$ cat src/rtl/fetch_unit.sv
// fetch_unit: RV32I instruction fetch stage.
// Holds the PC, issues one outstanding request at a time on the imem
// req/gnt/rvalid interface and presents the fetched word to decode through
// a valid/ready buffer. A taken branch or resolved jump redirects fetch and
// kills whatever is in flight or buffered.
//
// Optional feature macro: FETCH_MISALIGN_CHK_EN
//   defined   : adds id_misalign_o; a redirect to a non-word-aligned target
//               issues no fetch, presents a flagged NOP at the unmasked target
//               and then parks until the next redirect.
//   undefined : target bits [1:0] are masked to 00.
//
// Ports:
//   clk, rst_n                  clock, asynchronous active-low reset
//   br_taken_i, br_target_i     taken branch and its target
//   jump_i, jump_target_i       JAL/JALR resolved in execute and its target
//   imem_req_o, imem_addr_o     fetch request and word-aligned address
//   imem_gnt_i                  request accepted this cycle
//   imem_rvalid_i, imem_rdata_i response strobe and instruction word
//   id_valid_o, id_ready_i      decode handshake
//   id_pc_o, id_instr_o         PC and instruction presented to decode
//   id_misalign_o               (macro only) presented entry is a misaligned target
module fetch_unit #(
   parameter logic [31:0] RESET_PC = 32'h0000_0000
) (
   input  logic        clk,
   input  logic        rst_n,
   input  logic        br_taken_i,
   input  logic [31:0] br_target_i,
   input  logic        jump_i,
   input  logic [31:0] jump_target_i,
   output logic        imem_req_o,
   output logic [31:0] imem_addr_o,
   input  logic        imem_gnt_i,
   input  logic        imem_rvalid_i,
   input  logic [31:0] imem_rdata_i,
   output logic        id_valid_o,
`ifdef FETCH_MISALIGN_CHK_EN
   output logic        id_misalign_o,
`endif
   input  logic        id_ready_i,
   output logic [31:0] id_pc_o,
   output logic [31:0] id_instr_o
);

   localparam int unsigned XLEN = 32;
   localparam logic [XLEN-1:0] NOP_INSTR = XLEN'(32'h0000_0013);
   localparam logic [XLEN-1:0] PC_STEP   = XLEN'(4);
`ifdef FETCH_MISALIGN_CHK_EN
   localparam bit MIS_CHK = 1'b1;
   localparam logic [XLEN-1:0] RESET_PC_INT = RESET_PC;
`else
   localparam bit MIS_CHK = 1'b0;
   localparam logic [XLEN-1:0] RESET_PC_INT = {RESET_PC[XLEN-1:2], 2'b00};
`endif

   typedef enum logic [1:0] {
      S_REQ  = 2'd0,
      S_WAIT = 2'd1,
      S_HOLD = 2'd2,
      S_PARK = 2'd3
   } state_e;

   state_e            state_q, state_d;
   logic [XLEN-1:0]   pc_q, pc_d;
   logic              kill_q, kill_d;
   logic              imem_req_q, imem_req_d;
   logic [XLEN-1:0]   imem_addr_q, imem_addr_d;
   logic              id_valid_q, id_valid_d;
   logic [XLEN-1:0]   id_pc_q, id_pc_d;
   logic [XLEN-1:0]   id_instr_q, id_instr_d;
`ifdef FETCH_MISALIGN_CHK_EN
   logic              id_mis_q, id_mis_d;
`endif

   logic              redirect;
   logic [XLEN-1:0]   target_raw;
   logic [XLEN-1:0]   target;
   logic              tgt_mis;
   logic              pc_q_mis;
   logic              drain_mis;
   logic              capture;
   logic              present_mis;

   // Redirect selection: branch wins over jump
   assign redirect   = br_taken_i | jump_i;
   assign target_raw = br_taken_i ? br_target_i : jump_target_i;
   assign tgt_mis    = MIS_CHK && (target_raw[1:0] != 2'b00);
   assign pc_q_mis   = MIS_CHK && (pc_q[1:0] != 2'b00);
   assign target     = MIS_CHK ? target_raw : {target_raw[XLEN-1:2], 2'b00};
   // Destination after a killed response drains: the newest target decides
   assign drain_mis  = redirect ? tgt_mis : pc_q_mis;

   // State and output registers
   always_ff @(posedge clk or negedge rst_n) begin
      if (!rst_n) begin
         state_q     <= S_REQ;
         pc_q        <= RESET_PC_INT;
         kill_q      <= 1'b0;
         imem_req_q  <= 1'b0;
         imem_addr_q <= RESET_PC_INT;
         id_valid_q  <= 1'b0;
         id_pc_q     <= '0;
         id_instr_q  <= NOP_INSTR;
`ifdef FETCH_MISALIGN_CHK_EN
         id_mis_q    <= 1'b0;
`endif
      end else begin
         state_q     <= state_d;
         pc_q        <= pc_d;
         kill_q      <= kill_d;
         imem_req_q  <= imem_req_d;
         imem_addr_q <= imem_addr_d;
         id_valid_q  <= id_valid_d;
         id_pc_q     <= id_pc_d;
         id_instr_q  <= id_instr_d;
`ifdef FETCH_MISALIGN_CHK_EN
         id_mis_q    <= id_mis_d;
`endif
      end
   end

   // Next state, PC and kill tracking
   always_comb begin
      state_d     = state_q;
      pc_d        = pc_q;
      kill_d      = kill_q;
      capture     = 1'b0;
      present_mis = 1'b0;
      case (state_q)
         S_REQ: begin
            if (imem_req_q) begin
               // Request is on the bus: it cannot be retracted, so mark it dead
               if (redirect) begin
                  pc_d   = target;
                  kill_d = 1'b1;
               end
               if (imem_gnt_i) state_d = S_WAIT;
            end else if (redirect) begin
               // Nothing issued yet (first cycle after reset): retarget freely
               pc_d = target;
               if (tgt_mis) begin
                  state_d     = S_HOLD;
                  present_mis = 1'b1;
               end
            end
         end
         S_WAIT: begin
            if (imem_rvalid_i) begin
               if (kill_q || redirect) begin
                  if (redirect) pc_d = target;
                  kill_d = 1'b0;
                  if (drain_mis) begin
                     state_d     = S_HOLD;
                     present_mis = 1'b1;
                  end else begin
                     state_d = S_REQ;
                  end
               end else begin
                  capture = 1'b1;
                  state_d = S_HOLD;
               end
            end else if (redirect) begin
               pc_d   = target;
               kill_d = 1'b1;
            end
         end
         S_HOLD: begin
            if (redirect) begin
               pc_d = target;
               if (tgt_mis) present_mis = 1'b1;
               else         state_d     = S_REQ;
            end else if (id_ready_i) begin
               // A misaligned entry has no successor to fetch
               if (pc_q_mis) begin
                  state_d = S_PARK;
               end else begin
                  pc_d    = pc_q + PC_STEP;
                  state_d = S_REQ;
               end
            end
         end
         S_PARK: begin
            if (redirect) begin
               pc_d = target;
               if (tgt_mis) begin
                  state_d     = S_HOLD;
                  present_mis = 1'b1;
               end else begin
                  state_d = S_REQ;
               end
            end
         end
         default: state_d = S_REQ;
      endcase
   end

   // Registered output values
   always_comb begin
      imem_req_d = (state_d == S_REQ);
      // An ungranted request keeps its address; otherwise follow the PC
      imem_addr_d = (state_q == S_REQ && imem_req_q) ? imem_addr_q
                                                     : {pc_d[XLEN-1:2], 2'b00};
      id_valid_d = id_valid_q;
      id_pc_d    = id_pc_q;
      id_instr_d = id_instr_q;
`ifdef FETCH_MISALIGN_CHK_EN
      id_mis_d   = id_mis_q;
`endif
      if (state_q == S_HOLD && (redirect || id_ready_i)) begin
         id_valid_d = 1'b0;
`ifdef FETCH_MISALIGN_CHK_EN
         id_mis_d   = 1'b0;
`endif
      end
      if (capture) begin
         id_valid_d = 1'b1;
         id_pc_d    = pc_q;
         id_instr_d = imem_rdata_i;
      end
      if (present_mis) begin
         id_valid_d = 1'b1;
         id_pc_d    = pc_d;
         id_instr_d = NOP_INSTR;
`ifdef FETCH_MISALIGN_CHK_EN
         id_mis_d   = 1'b1;
`endif
      end
   end

   assign imem_req_o  = imem_req_q;
   assign imem_addr_o = imem_addr_q;
   assign id_valid_o  = id_valid_q;
   assign id_pc_o     = id_pc_q;
   assign id_instr_o  = id_instr_q;
`ifdef FETCH_MISALIGN_CHK_EN
   assign id_misalign_o = id_mis_q;
`endif

endmodule
$ cat config.mk
export PLATFORM = sky130hd
export DESIGN_NAME = fetch_unit
export DESIGN_NICKNAME = d
export VERILOG_FILES = /design/src/rtl/fetch_unit.sv
export SDC_FILE = /design/constraint.sdc
export NUM_CORES = 1
export LEC_CHECK = 0
export ABC_AREA = 1
export CELL_PAD_IN_SITES_DETAIL_PLACEMENT = 1
export CELL_PAD_IN_SITES_GLOBAL_PLACEMENT = 1
export CORE_AREA = 2 2 149 151
export CTS_BUF_LIST = sky130_fd_sc_hd__clkbuf_8
export CTS_CLUSTER_DIAMETER = 30
export DETAILED_ROUTE_END_ITERATION = 6
export DIE_AREA = 0 0 151 153
export PLACE_DENSITY = 0.88
export SLEW_MARGIN = 5
export SYNTH_ARGS = -nofsm -noshare
export SYNTH_HDL_FRONTEND = slang
export SYNTH_SLANG_ARGS = --single-unit
$ cat constraint.sdc
create_clock -name clk -period 1.8 [get_ports clk]
set_input_delay 0.18 -clock clk [delete_from_list [all_inputs] [get_ports clk]]
set_output_delay 0.18 -clock clk [all_outputs]
set_load 0.02 [all_outputs]
### Word-level counts from Yosys, hierarchy flattened

Cells that the tools add are included.

| word-level totals | value |
|---|---|
| memory bits (read-only) | 0 |
| bits in writable memories | 0 |
| logic and storage cells | 58 |
| register bits | 131 |
| output and inout bits | 98 |
| latch bits | 0 |
| input bits | 103 |
| memories | 0 |

| operators by class | value |
|---|---|
| divide/modulo/power cells | 0 |
| shift operators | 0 |
| bitwise logic cells | 1 |
| $add $sub $neg | 1 |
| equality and inequality tests | 5 |
| $mul | 0 |
| $lt $le $gt $ge | 0 |
| reduce and logical (&&, ||, !) cells | 12 |
| multiplexer cells | 31 |

Operator list:

| kind | count |
|---|---|
| $mux 32 | 10 |
| $pmux 32 s3 | 1 |
| $add 32x3->32 const B | 1 |
| $mux 2 | 7 |
| $mux 1 | 11 |
| $pmux 2 s4 | 1 |
| $eq 2x2->1 const B | 2 |
| $logic_not 2->1 | 2 |
| $reduce_bool 2->1 | 2 |
| $reduce_or 4->1 | 1 |
| $ne 3x3->1 const B | 1 |
| $reduce_and 3->1 | 1 |
| $reduce_bool 3->1 | 1 |
| $eq 2x1->1 const B | 1 |
| $logic_and 1x1->1 | 2 |
| $logic_or 1x1->1 | 2 |
| $ne 2x2->1 const B | 1 |
| $pmux 1 s2 | 1 |
| $reduce_or 2->1 | 1 |
| $or 1x1->1 | 1 |

### Depth between registers and ports, before layout

| logic depth | value |
|---|---|
| depth after elaboration | 7 |
| mapped depth | 12 |
| gate-level depth less buffers | 12 |

### Least setup slack after synthesis

OpenSTA, ideal clock, no wires.

| timing path | value |
|---|---|
| kind | register to register |
| from | register state_q[1] |
| to | register imem_addr_q[14] (netlist: imem_addr_o[14]) |
| library setup time | 0.082 ns |
| setup slack | 0.093 ns |
| buffers on the path | 1 |
| arrival time | 1.625 ns |
| stages on the path, launching flop included | 11 |
| data required time | 1.718 ns |
| clock period less this slack | 1.707 ns |
| path through | dfrtp_1 -> inv_1 -> ha_1 -> nand2_2 -> inv_2 -> nand2_2 -> nand2_1 -> buf_2 -> o22ai_1 -> inv_1 -> a31oi_1 |

| between the ends | value |
|---|---|
| cells in the longest elaborated chain, start to end | 3 |
| elaborated cells between the ends (all ways) | 7 |
| classes of those cells | eq/ne (3); mux (1); reduce/logical (3) |

Ends and longest elaborated chain:

| item | RTL line | source |
|---|---|---|
| start: declaration | 64 | `state_e state_q, state_d;` |
| start signal: assignment | 109 | `state_q <= state_d;` |
| $eq 2x2->1 / $logic_not 2->1 (equally long branches) | 130, 202 |  |
| $reduce_or 2->1 (no line) | n/a |  |
| $pmux 32 s3 | 130 | `case (state_q)` |
| end signal: assignment | 113 | `imem_addr_q <= imem_addr_d;` |
| end: declaration | 68 | `logic [XLEN-1:0] imem_addr_q, imem_addr_d;` |

Parallel ways exist; a longest one is shown, timed or not.
A chain may end at the register's enable or synchronous reset.

### Worst setup path in the final report

| timing path | value |
|---|---|
| from | register pc_q[3] |
| to | register imem_addr_q[24] (netlist: imem_addr_o[24]) |

| between the ends | value |
|---|---|
| cells in the longest elaborated chain, start to end | 4 |

Ends and longest elaborated chain:

| item | RTL line | source |
|---|---|---|
| start: declaration | 65 | `logic [XLEN-1:0] pc_q, pc_d;` |
| start signal: assignment | 110 | `pc_q <= pc_d;` |
| $add 32x3->32 | 178 | `pc_d = pc_q + PC_STEP;` |
| $mux 32 | 173 | `end else if (id_ready_i) begin` |
| $mux 32 | 169 | `if (redirect) begin` |
| $pmux 32 s3 | 130 |  |
| via pc_d[24] | 65 |  |

The timed path passes the listed nets, and every way through them passes these cells.

==> flow_summary.ini <==
[finish]
nFillCells = 2588
regArea_sq_um = 3290
num-nets-final = 1202
fin_area_sq_um = 9920
diodes = 0
layout-drive-gt1-share_pct = 13.5
post-route-util_pct = 46.2
multi_input_area_sq_um = 3010
area_delta_synth_final_pct = 50.9

[worst_setup_path]
worstReg2RegEnd = imem_addr_o[24]
crit_top_cell = nand2_1
r2r_cells = 12
cp-start-kind = register
cp_cell_sequence = ha_2 -> nand2_2 -> nor2_4 -> nand3_4 -> nor2_4 -> nand2_1 -> nand2_1 -> nand3_1 -> nand2_1 -> nand2_2 -> nand2_1 -> nand2_1
crit_path_end_kind = register
cpMaxStageDelayCell = dfrtp_1
r2r_slack_ns = -0.06
cp.required_ns = 2.15
crit_fanout = 5
max_stage_delay_ns = 0.43
crit_family = simple AND/OR/NAND/NOR gates
criticalPathCategory = register to register
timing.rr.start = pc_q[3]
critPathBufInv = 0
critPathArrivalTime_ns = 2.21

[global_routing]
grt_pass1_vias = 6975
antenna_found_initial = 0
grt_pass1_wl_um = 37000
grtUsageTotal_pct = 20.6
overflow = 0
grt_max_degree = 45

[timing]
setup_viol = 6
fin_skew_ns = 0.0144
slew_viol_final = 0
setup_ws_ns = -0.0558
rsz0062_at_grt = yes
fmax_ghz = 0.539
hold-worst-slack_ns = 0.195
min_period_over_period_pct = 103
hold_violations = 0
min_period_ns = 1.86

[drt]
first_pass_iters = 5
totalWireLength_um = 25500
post_drt_wl_per_cell_um = 18.4
vias = 6845
via_per_inst = 4.94
drc = 0
final_antenna_net_count = 0
drt_iter0_drc = 430

[synth]
synth_area_leaders = dfrtp_1 49%, nand2_1 21%, nor2_1 3.8%, inv_1 3.4%, nand3_1 3.1%
syn_inst = 859
avgSynthCellArea_sq_um = 7.66
ys_seq_area_share_pct = 49.9
synth_flop_cell = dfrtp_1
synthXorXnorAreaFrac_pct = 1.07
synthArstFlopShare_pct = 100
synth.distinct_cells = 38
syn_area_sq_um = 6580
yosys_warnings = 0
ys_ff_latch = 131
synthAdderAreaFrac_pct = 0.951
synth_top_area_share_pct = 48.7
synth_simple_gate_area_share_pct = 30.5
yosysTopAreaCell = dfrtp_1
synth_top_family_by_area = simple AND/OR/NAND/NOR gates
synth_most_common_cell = nand2_1
synth_edf_count = 0
synth_compound_area_share_pct = 8.56
synth.mux.area_fraction_pct = 1.98
ys_top_cells_by_count = 364 x nand2_1, 128 x dfrtp_1, 66 x nor2_1

[die]
die_x_um = 151
die_y_um = 153
fp-row-count = 54
pin_count = 201
start_util_pct = 30.6
dieArea_sq_um = 23100
coreArea_sq_um = 21500

[status]
violations = setup timing
run_status = finished with violations

[clock_tree]
clkTransAtPathRegs_ns = 0.08
cts_made_buffers = 17
clk_path_buf_depth = 2
clock_sinks = 131
htreeDepth = 4
tritoncts = built
insertion_delay_ns = 0.47
cts_root_buffer = clkbuf_8

[job]
drv_cap = 0

[pwr]
leakage_nw = 4.72
p_per_area_nw_per_um2 = 1430
peakVddDrop_mv = 0.444
total_power_mw = 14.1

[placed_design]
pre_cts_slack_ns = -0.314
dp_hpwl_um = 17500
port_buffers = 194
dpl_cell_area_sq_um = 9190
gp_congestion = 0.859

[min_path]
hp-class = input port to async pin
==> worst max-delay path by stage <==
stage                          start               to  slack, ns  depth (start not counted)
after floorplan           state_q[1]  imem_addr_o[14]       0.09                         10
after detailed placement  id_ready_i  imem_addr_o[26]      -0.31                         12
after global routing         pc_q[3]  imem_addr_o[30]      -0.22                         12
after CTS                    pc_q[2]  imem_addr_o[26]      -0.02                         12
final                        pc_q[3]  imem_addr_o[24]      -0.06                         12
after global placement    id_ready_i  imem_addr_o[30]      -0.23                         12
==> state kept, by name, summed over array words and instances (netlist names) <==
register / flops
id_instr_o: 32
id_pc_o: 32
pc_q: 32
imem_addr_o: 30
state_q: 2
id_valid_o: 1
imem_req_o: 1
kill_q: 1
==> metrics by stage <==
step                      TNS, ns  std cells
after floorplan                 0        860
after global placement      -3.06       1346
after detailed placement    -6.54       1346
after CTS                 -0.0164       1379
after global routing        -1.90       1387
final                      -0.200       1387
==> cell families (layout without fill, tap and decap cells) <==
| logic type | count (synthesis) | in the layout |
|---|---|---|
| buffers and inverters | 103 | 350 |
| and+or+nand+nor | 497 | 497 |
| muxes | 13 | 13 |
| AOI/OAI and AO/OA | 101 | 101 |
| other | 1 | 2 |
| adders and majority gates | 5 | 5 |
| xor gates and xnor gates | 8 | 8 |
| DFF | 131 | 131 |
==> power breakdown <==
group | internal, mW | leakage, nW | switching (mW)
Clock | 1.72 | 0.235 | 1.21
Combinational | 2.71 | 2.81 | 3.68
Sequential | 4.02 | 1.67 | 0.792
==> final cells by class <==
class / count / area share, %
multi-input cells: 626 / 30.3
repair buffers: 254 / 25.9
well taps: 280 / 3.53
inverters: 64 / 2.47
clock inverters: 9 / 1.50
flip-flops and latches: 131 / 33.1
clock buffers: 23 / 3.19
==> timing repair <==
action                                 in CTS  in global routing
hold buffers                                1                  0
endpoints found under the hold margin     110                  0
pin swaps                                   0                 13
setup buffers                               0                  7
gates resized for setup                     6                 57
setup endpoints to repair                  15                 41
cloned                                      0                  1
==> routing by layer <==
| metal | part of all wire [%] | up-vias | global-route usage (%) |
|---|---|---|---|
| li1 | - | 3184 | - |
| met3 | 7.2 | 61 | 5.49 |
| met1 | 42 | 3341 | 26.4 |
| met4 | 2.6 | 0 | 8.01 |
| met2 | 48 | 259 | 33.2 |
| met5 | 0 | - | 0 |
==> layout by cell type, fill, tap and decap left out, types with 3 or more instances in the layout <==
master / count
nor2_1: 60
nand3_1: 39
nor2_2: 6
clkbuf_8: 23
inv_1: 60
nand2_2: 12
nor2_4: 8
mux2i_1: 13
ha_2: 3
a21oi_2: 4
dfstp_2: 3
buf_6: 6
o221ai_2: 3
nand4_1: 9
o221ai_1: 3
inv_2: 3
o21ai_0: 25
clkdlybuf4s50_1: 189
dfrtp_2: 4
o211ai_1: 4
buf_4: 41
bufinv_16: 4
a21oi_1: 19
o21ai_1: 31
xor2_1: 8
buf_12: 12
a31oi_1: 3
nand2_1: 353
dfrtp_1: 124
Power figures use the tool's default switching activity.
